--- config.mk ---
export PLATFORM = sky130hd
export DESIGN_NAME = wb_burst_master
export DESIGN_NICKNAME = d
export VERILOG_FILES = /design/src/rtl/wb_burst_master.sv
export SDC_FILE = /design/constraint.sdc
export NUM_CORES = 1
export LEC_CHECK = 0
export BUFFER_PORTS_ARGS = -buffer_cell sky130_fd_sc_hd__buf_4
export CORE_MARGIN = 3
export CORE_UTILIZATION = 38
export DETAILED_ROUTE_END_ITERATION = 8
export PLACE_DENSITY = 0.62
export SLEW_MARGIN = 30
export SYNTH_ARGS = -nofsm -noshare
export SYNTH_HDL_FRONTEND = slang
export SYNTH_SLANG_ARGS = --single-unit
--- constraint.sdc ---
create_clock -name wb_clk_i -period 4.25 [get_ports wb_clk_i]
set_input_delay 0.2125 -clock wb_clk_i [delete_from_list [all_inputs] [get_ports wb_clk_i]]
set_output_delay 0.2125 -clock wb_clk_i [all_outputs]
set_load 0.01 [all_outputs]
--- src/rtl/wb_burst_master.sv ---
// wb_burst_master
//   Wishbone B3 burst traffic/self-check engine. For each accepted command it
//   writes an incrementing pattern (seed, seed+1, ...) as one incrementing
//   burst, idles for one cycle, then reads the same region back as one burst
//   and compares every returned word against the pattern.
//
// Ports
//   wb_clk_i, wb_rst_i   clock, synchronous active-high reset
//   sdr_init_done        commands are accepted only while high
//   cmd_valid/cmd_ready  command handshake (see below)
//   cmd_addr             byte start address, low DW/8-alignment bits ignored
//   cmd_len              beat count, 0 encodes 2**BL
//   cmd_seed             first pattern word
//   done                 one-cycle pulse when a command completes or aborts
//   err, timeout         sticky status of the last command
//   err_cnt              mismatching read beats of the last command (saturates)
//   wb_*                 Wishbone B3 master signals
//   fsm_state            current FSM state, for observation only
//
// Handshake: a command transfers on a rising edge where cmd_valid and
// cmd_ready are both high. cmd_ready is high only in IDLE with sdr_init_done
// set; cmd_valid is ignored at all other times. A Wishbone beat completes on
// a rising edge where wb_cyc_o, wb_stb_o and wb_ack_i are all high; wb_ack_i
// is ignored while wb_cyc_o is low.

module wb_burst_master #(
    parameter int DW      = 32,
    parameter int AW      = 32,
    parameter int BL      = 5,
    parameter int TIMEOUT = 1024
) (
    input  logic              wb_clk_i,
    input  logic              wb_rst_i,
    input  logic              sdr_init_done,
    input  logic              cmd_valid,
    output logic              cmd_ready,
    input  logic [AW-1:0]     cmd_addr,
    input  logic [BL-1:0]     cmd_len,
    input  logic [DW-1:0]     cmd_seed,
    output logic              done,
    output logic              err,
    output logic              timeout,
    output logic [15:0]       err_cnt,
    output logic              wb_cyc_o,
    output logic              wb_stb_o,
    output logic              wb_we_o,
    output logic [AW-1:0]     wb_addr_o,
    output logic [DW-1:0]     wb_dat_o,
    output logic [DW/8-1:0]   wb_sel_o,
    output logic [2:0]        wb_cti_o,
    input  logic              wb_ack_i,
    input  logic [DW-1:0]     wb_dat_i,
    output logic [2:0]        fsm_state
);

    localparam int ADDR_LSB = $clog2(DW/8);
    localparam int TW       = $clog2(TIMEOUT + 1);

    localparam logic [AW-1:0] ALIGN_MASK = ~(AW'(DW/8 - 1));
    localparam logic [TW-1:0] WAIT_LAST  = TW'(TIMEOUT - 1);

    localparam logic [2:0] S_IDLE = 3'd0;
    localparam logic [2:0] S_WR   = 3'd1;
    localparam logic [2:0] S_GAP  = 3'd2;
    localparam logic [2:0] S_RD   = 3'd3;
    localparam logic [2:0] S_FIN  = 3'd4;

    localparam logic [2:0] CTI_INCR = 3'b010;
    localparam logic [2:0] CTI_END  = 3'b111;

    logic [2:0]    state;
    logic [BL-1:0] k;          // current beat index
    logic [BL-1:0] last_k;     // N-1; cmd_len-1 wraps 0 to 2**BL-1 naturally
    logic [AW-1:0] base;
    logic [DW-1:0] seed;
    logic [TW-1:0] wait_cnt;

    logic          active;
    logic          last_beat;
    logic          beat_ack;
    logic [AW-1:0] beat_addr;
    logic [DW-1:0] beat_dat;

    // All bus outputs decode registered state only, so they move exactly on
    // the edge after an ack and never combinationally follow wb_ack_i.
    always_comb begin
        active    = (state == S_WR) || (state == S_RD);
        last_beat = (k == last_k);
        beat_ack  = active && wb_ack_i;
        beat_addr = base + (AW'(k) << ADDR_LSB);
        beat_dat  = seed + DW'(k);

        wb_cyc_o  = active;
        wb_stb_o  = active;
        wb_we_o   = (state == S_WR);
        wb_addr_o = active ? beat_addr : '0;
        wb_dat_o  = (state == S_WR) ? beat_dat : '0;
        wb_sel_o  = active ? '1 : '0;
        wb_cti_o  = active ? (last_beat ? CTI_END : CTI_INCR) : 3'b000;

        done      = (state == S_FIN);
        cmd_ready = (state == S_IDLE) && sdr_init_done;
        fsm_state = state;
    end

    always_ff @(posedge wb_clk_i) begin
        if (wb_rst_i) begin
            state    <= S_IDLE;
            k        <= '0;
            last_k   <= '0;
            base     <= '0;
            seed     <= '0;
            wait_cnt <= '0;
            err      <= 1'b0;
            timeout  <= 1'b0;
            err_cnt  <= '0;
        end else begin
            case (state)
                S_IDLE: begin
                    if (cmd_valid && cmd_ready) begin
                        base     <= cmd_addr & ALIGN_MASK;
                        last_k   <= cmd_len - BL'(1);
                        seed     <= cmd_seed;
                        k        <= '0;
                        wait_cnt <= '0;
                        err      <= 1'b0;
                        timeout  <= 1'b0;
                        err_cnt  <= '0;
                        state    <= S_WR;
                    end
                end

                S_WR: begin
                    if (beat_ack) begin
                        wait_cnt <= '0;
                        if (last_beat) begin
                            k     <= '0;
                            state <= S_GAP;
                        end else begin
                            k <= k + BL'(1);
                        end
                    end else if (wait_cnt == WAIT_LAST) begin
                        timeout <= 1'b1;
                        err     <= 1'b1;
                        state   <= S_FIN;
                    end else begin
                        wait_cnt <= wait_cnt + TW'(1);
                    end
                end

                // One dead cycle between the bursts so the slave sees a
                // clean cycle boundary.
                S_GAP: begin
                    wait_cnt <= '0;
                    state    <= S_RD;
                end

                S_RD: begin
                    if (beat_ack) begin
                        wait_cnt <= '0;
                        if (wb_dat_i != beat_dat) begin
                            err <= 1'b1;
                            if (err_cnt != 16'hFFFF) begin
                                err_cnt <= err_cnt + 16'd1;
                            end
                        end
                        if (last_beat) begin
                            state <= S_FIN;
                        end else begin
                            k <= k + BL'(1);
                        end
                    end else if (wait_cnt == WAIT_LAST) begin
                        timeout <= 1'b1;
                        err     <= 1'b1;
                        state   <= S_FIN;
                    end else begin
                        wait_cnt <= wait_cnt + TW'(1);
                    end
                end

                S_FIN: begin
                    k     <= '0;
                    state <= S_IDLE;
                end

                default: begin
                    state <= S_IDLE;
                end
            endcase
        end
    end

endmodule

## After elaboration in Yosys (flattened, before gate mapping)

Cells that the tools add are included.

- Add/sub/neg operators: 6
- Eq/ne operators: 21
- Multiplexer cells: 36
- Reduce and logical (&&, ||, !) cells: 18

Operators by type and width:

| cell | number |
|---|---|
| 2-to-1 mux 16 bit | 4 |
| 2-to-1 mux 32 bit | 2 |
| 2-to-1 mux 11 bit | 3 |
| one-hot mux 11 bit (3 select lines) | 1 |
| adder 32 x 5 -> 32 bit | 1 |
| adder 32 x 7 -> 32 bit | 1 |
| != test 32 bit | 1 |
| one-hot mux 16 bit (2 select lines) | 1 |
| 2-to-1 mux 5 bit | 5 |
| 2-to-1 mux 3 bit | 8 |
| one-hot mux 5 bit (4 select lines) | 1 |
| adder 16 x 1 -> 16 bit (second input constant) | 1 |
| != test 16 bit (second input constant) | 1 |
| one-hot mux 3 bit (4 select lines) | 1 |
| adder 11 x 1 -> 11 bit (second input constant) | 1 |
| equality test 11 x 10 -> 1 bit (second input constant) | 1 |
| != test 2 x 1 -> 1 bit (second input constant) | 5 |
| AND reduction 5 bit | 2 |
| != test 3 bit (second input constant) | 3 |
| != test 2 bit (second input constant) | 4 |
| AND reduction 4 bit | 2 |
| 2-to-1 mux 1 bit | 7 |
| equality test 3 x 2 -> 1 bit (second input constant) | 2 |
| AND reduction 3 bit | 2 |
| 17 further kinds | 21 |

- Bits in registers: 104
- Bits of input ports: 106
- Word-level logic and storage cells: 90

## Longest topological paths before layout

- Depth after elaboration: 5
- Mapped depth: 13
- Depth with buffers taken out: 12

## Worst setup path after synthesis

No wires, ideal clock.

- Path type: reg2reg
- Start: register k[0]
- End: register err_cnt[7]
- Library setup time: 0.132 ns
- Arrival time: 3.324 ns
- Required time: 4.118 ns
- Path slack: 0.794 ns
- Cell stages (with the launch flop): 14
- Clock period less this slack: 3.456 ns
- Cell sequence: dfxtp_1 -> ha_1 -> inv_1 -> fa_1 -> and2b_1 -> o221ai_4 -> a2111oi_2 -> mux2i_1 -> nand4_1 -> nor4_2 -> nand4b_4 -> buf_6 -> a22oi_1 -> a21oi_1

- Word-level cells in the longest chain between the ends: 4

RTL lines:

| item | line | source |
|---|---|---|
| from (decl) | 72 | `logic [BL-1:0] k;` |
| from (signal assigned) | 140 | `k <= k + BL'(1);` |
| from (signal assigned) | 170 | `k <= k + BL'(1);` |
| adder 32 x 5 -> 32 bit | 91 | `beat_dat = seed + DW'(k);` |
| != test 32 bit | 161 | `if (wb_dat_i != beat_dat) begin` |
| != test 2 x 1 -> 1 bit (no source line) | n/a |  |
| AND reduction 5 bit (no source line) | n/a |  |
| to (signal assigned) | 164 | `err_cnt <= err_cnt + 16'd1;` |
| to (decl) | 43 | `output logic [15:0] err_cnt,` |

Every way passes these cells.
A chain may end at the register's enable or synchronous reset.

## Final worst setup path

- Start: register k[0]
- End: register err_cnt[15]

Same word-level chain as after synthesis.

==> impl_metrics.py <==
metrics = {
    "outcome": {
        "status": "completed",
    },
    "floorplan": {
        "row_count": 50,
        "die_w_um": 145,
        "core_um2": 18900,
        "die_y_um": 145,
        "boundaryPins": 203,
        "start_util": 0.391,
        "die-area_um2": 21100,
    },
    "placement": {
        "port_buffers": 198,
        "dpl.hpwl_um": 16300,
        "gp_congestion": 0.857,
    },
    "timing": {
        "fin_tns_setup_ns": 0,
        "final.period_utilization": 0.890,
        "tightest_slew_ns": 0.886,
        "final-hold-violation-count": 0,
        "slew-limit-headroom": 0.401,
        "rsz0062_at_grt": "no",
        "drv_slew": 0,
        "final.min_clock_period_ns": 3.78,
        "final-setup-viol-count": 0,
        "max_freq_mhz": 264,
        "final.setup_skew_ns": 0.00729,
        "hold_slack_ns": 0.0542,
    },
    "logic_synthesis": {
        "synthArstFlopShare": 0,
        "ys_ff_latch": 104,
        "synthTopCellsByArea": "dfxtp_1 (28%), nand2_1 (9.3%), a21oi_1 (5.9%)",
        "synth_edf_count": 0,
        "syn_avg_cell_area_um2": 7.58,
        "netlist_area_um2": 7380,
        "ys_seq_area_frac": 0.282,
        "yosysMostFrequentCell": "nand2_1",
        "ys_top_cells_by_count": "nand2_1 (183), nor2_1 (111), dfxtp_1 (104), a21oi_1 (87), xnor2_1 (46)",
        "ys_types": 84,
        "ys_warn_count": 0,
        "synth_flop_cell": "dfxtp_1",
        "yosysTopAreaCellShare": 0.282,
        "synth_cells": 974,
        "synth_top_area_cell": "dfxtp_1",
    },
    "worst_setup_path": {
        "start_kind": "register",
        "endpoint": "err_cnt[15]",
        "path_class": "reg -> reg",
        "crit_start": "k[0]",
        "cp-end-kind": "register",
        "r2r_slack_ns": 0.47,
        "r2r-end": "err_cnt[15]",
        "worstPathRequired_ns": 4.55,
        "crit_arrival_ns": 4.08,
        "cp_max_fo": 18,
        "r2r_start": "k[0]",
        "reg2regPathDepth": 12,
    },
    "clock_tree": {
        "cts_setup_buffers": 0,
        "htreeDepth": 3,
        "numCtsBuffers": 9,
        "clkLatencyLatePin_ns": 0.35,
        "cts_root_buf": "clkbuf_16",
        "clock_path_buffers": 2,
        "cts_sinks": 104,
        "holdBufCountCts": 0,
        "ctsResizeCount": 0,
        "cts_tree": "done",
        "clk_pin_slew_ns": 0.07,
    },
    "global_routing": {
        "grt_max_degree": 94,
        "met2_usage": 0.343,
        "antenna_found_initial": 0,
        "overflow": 0,
        "grt_first_pass_wirelength_um": 35600,
        "gr-max-usage-layer": "met2",
        "grt_use_met1": 0.264,
        "grt_util_met3": 0.0439,
        "grt_pass1_vias": 6929,
        "grtUsageTotal": 0.203,
    },
    "final_layout": {
        "fillers": 1936,
        "antennaDiodeCount": 0,
        "drive_gt1_frac": 0.219,
        "area_delta_synth_final_pct": 25.5,
        "final_nets": 1247,
        "final_core_util": 0.490,
    },
    "drt": {
        "post_drt_wl_per_cell_um": 15.8,
        "drt-vias-per-instance": 5.17,
        "drc_errors": 0,
        "vias": 7191,
        "drtIter0Drc": 409,
        "ant_nets": 0,
        "wirelength_um": 22000,
        "first_pass_iters": 5,
    },
    "worst_hold_path": {
        "hp-class": "in -> reg",
    },
    "pwr": {
        "pwr-share-clk": 0.379,
        "powerDensity_nw_per_um2": 260,
        "total_leakage_power_nw": 3.76,
        "p_sw_mw": 0.675,
        "switching_share": 0.280,
        "p_int_mw": 1.74,
        "p_comb_frac": 0.179,
        "peakVddDrop_v": 0.000179,
        "p_seq_frac": 0.442,
    },
    "run": {
        "cap_violations": 0,
    },
}
==> state kept, by name, indices dropped and copies added (netlist names), 3 cells and up <==
register	count
seed	32
base	30
err_cnt	16
wait_cnt	11
k	5
last_k	5
fsm_state	3
==> logic make-up (layout without fill, tap and decap cells) <==
family	after synthesis	after routing	synth area share
AOI/OAI and AO/OA	182	182	0.170
DFF	104	104	0.282
buffers and inverters	82	237	0.0497
and+or+nand+nor	482	482	0.323
muxes	10	10	0.0136
adders and majority gates	16	16	0.0291
xor gates and xnor gates	97	97	0.132
other	1	2	0.000508
==> per-stage QoR <==
| step | area, µm² | setup WS (ns) | power, mW | cells |
|---|---|---|---|---|
| 3_5_place_dp | 8940 | 0.442 | 1.52 | 1374 |
| 3_3_place_gp | 8940 | 0.481 | 1.52 | 1374 |
| 6_report | 9270 | 0.468 | 2.41 | 1390 |
| 5_1_grt | 9270 | 0.130 | 2.53 | 1390 |
| 4_1_cts | 9260 | 0.416 | 2.45 | 1390 |
| 2_1_floorplan | 7390 | 0.794 | 1.34 | 975 |
==> final cells by class <==
type / count / area, µm² / share of cell area
Multi-Input combinational cell: 789 / 4940 / 0.534
Sequential cell: 104 / 2080 / 0.225
Timing Repair Buffer: 203 / 1530 / 0.165
Tap cell: 260 / 325 / 0.0351
Clock buffer: 11 / 233 / 0.0251
Clock inverter: 5 / 86.3 / 0.00932
Inverter: 18 / 67.6 / 0.00729
==> power by group through the flow <==
stage               combinational [mW]  sequential, mW  clock (mW)
finish                           0.432            1.07       0.915
global route                     0.477            1.07       0.981
CTS                              0.437            1.06       0.948
detailed placement               0.435            1.09           0
global placement                 0.432            1.09           0
floorplan                        0.278            1.06           0
==> layout by cell type (no fill, tap or decap), types with 8 or more instances in the layout <==
cell | netlist | routed
buf_4 | 12 | 202
nand2_1 | 183 | 181
nor2_1 | 111 | 111
dfxtp_1 | 104 | 104
a21oi_1 | 87 | 87
xnor2_1 | 46 | 46
xor2_1 | 42 | 42
nand3_1 | 38 | 38
nand4_1 | 21 | 21
nor3_1 | 19 | 19
inv_1 | 17 | 17
or3_1 | 17 | 17
o21ai_0 | 16 | 16
and3_1 | 14 | 14
ha_1 | 14 | 14
nand2b_1 | 13 | 13
and2_1 | 14 | 13
mux2i_1 | 10 | 10
a21o_1 | 9 | 9
nor2b_1 | 9 | 9
clkbuf_16 | 0 | 9
and4_1 | 8 | 8
==> layer usage <==
metal  part of all wire  vias to the layer above
met2               0.47                      208
met4              0.017                        0
met3              0.061                       25
li1                   -                     3675
met5                  0                        -
met1               0.45                     3283
==> critical path: stages, from the launching register on <==
cell       delay [ns]
dfxtp_1          0.33
ha_1             0.21
inv_1            0.07
fa_1             0.40
and2b_1          0.29
o221ai_4         0.23
a2111oi_2        0.54
mux2i_1          0.25
nand4_1          0.12
nor4_2           0.43
nand4b_4         0.34
a2111oi_2        0.37
nand2b_1         0.14
==> how the worst min path moves through the flow <==
stage,startpoint,endpoint,slack [ns],depth (start not counted)
after floorplan,cmd_len[0],last_k[0],0.31,1
after global placement,cmd_len[0],last_k[0],0.42,2
after detailed placement,cmd_len[0],last_k[0],0.42,2
after CTS,cmd_len[0],last_k[0],0.04,2
after global routing,cmd_len[0],last_k[0],0.06,2
final,cmd_len[0],last_k[0],0.05,2
Note: power is estimated with default switching activity, not from simulation.
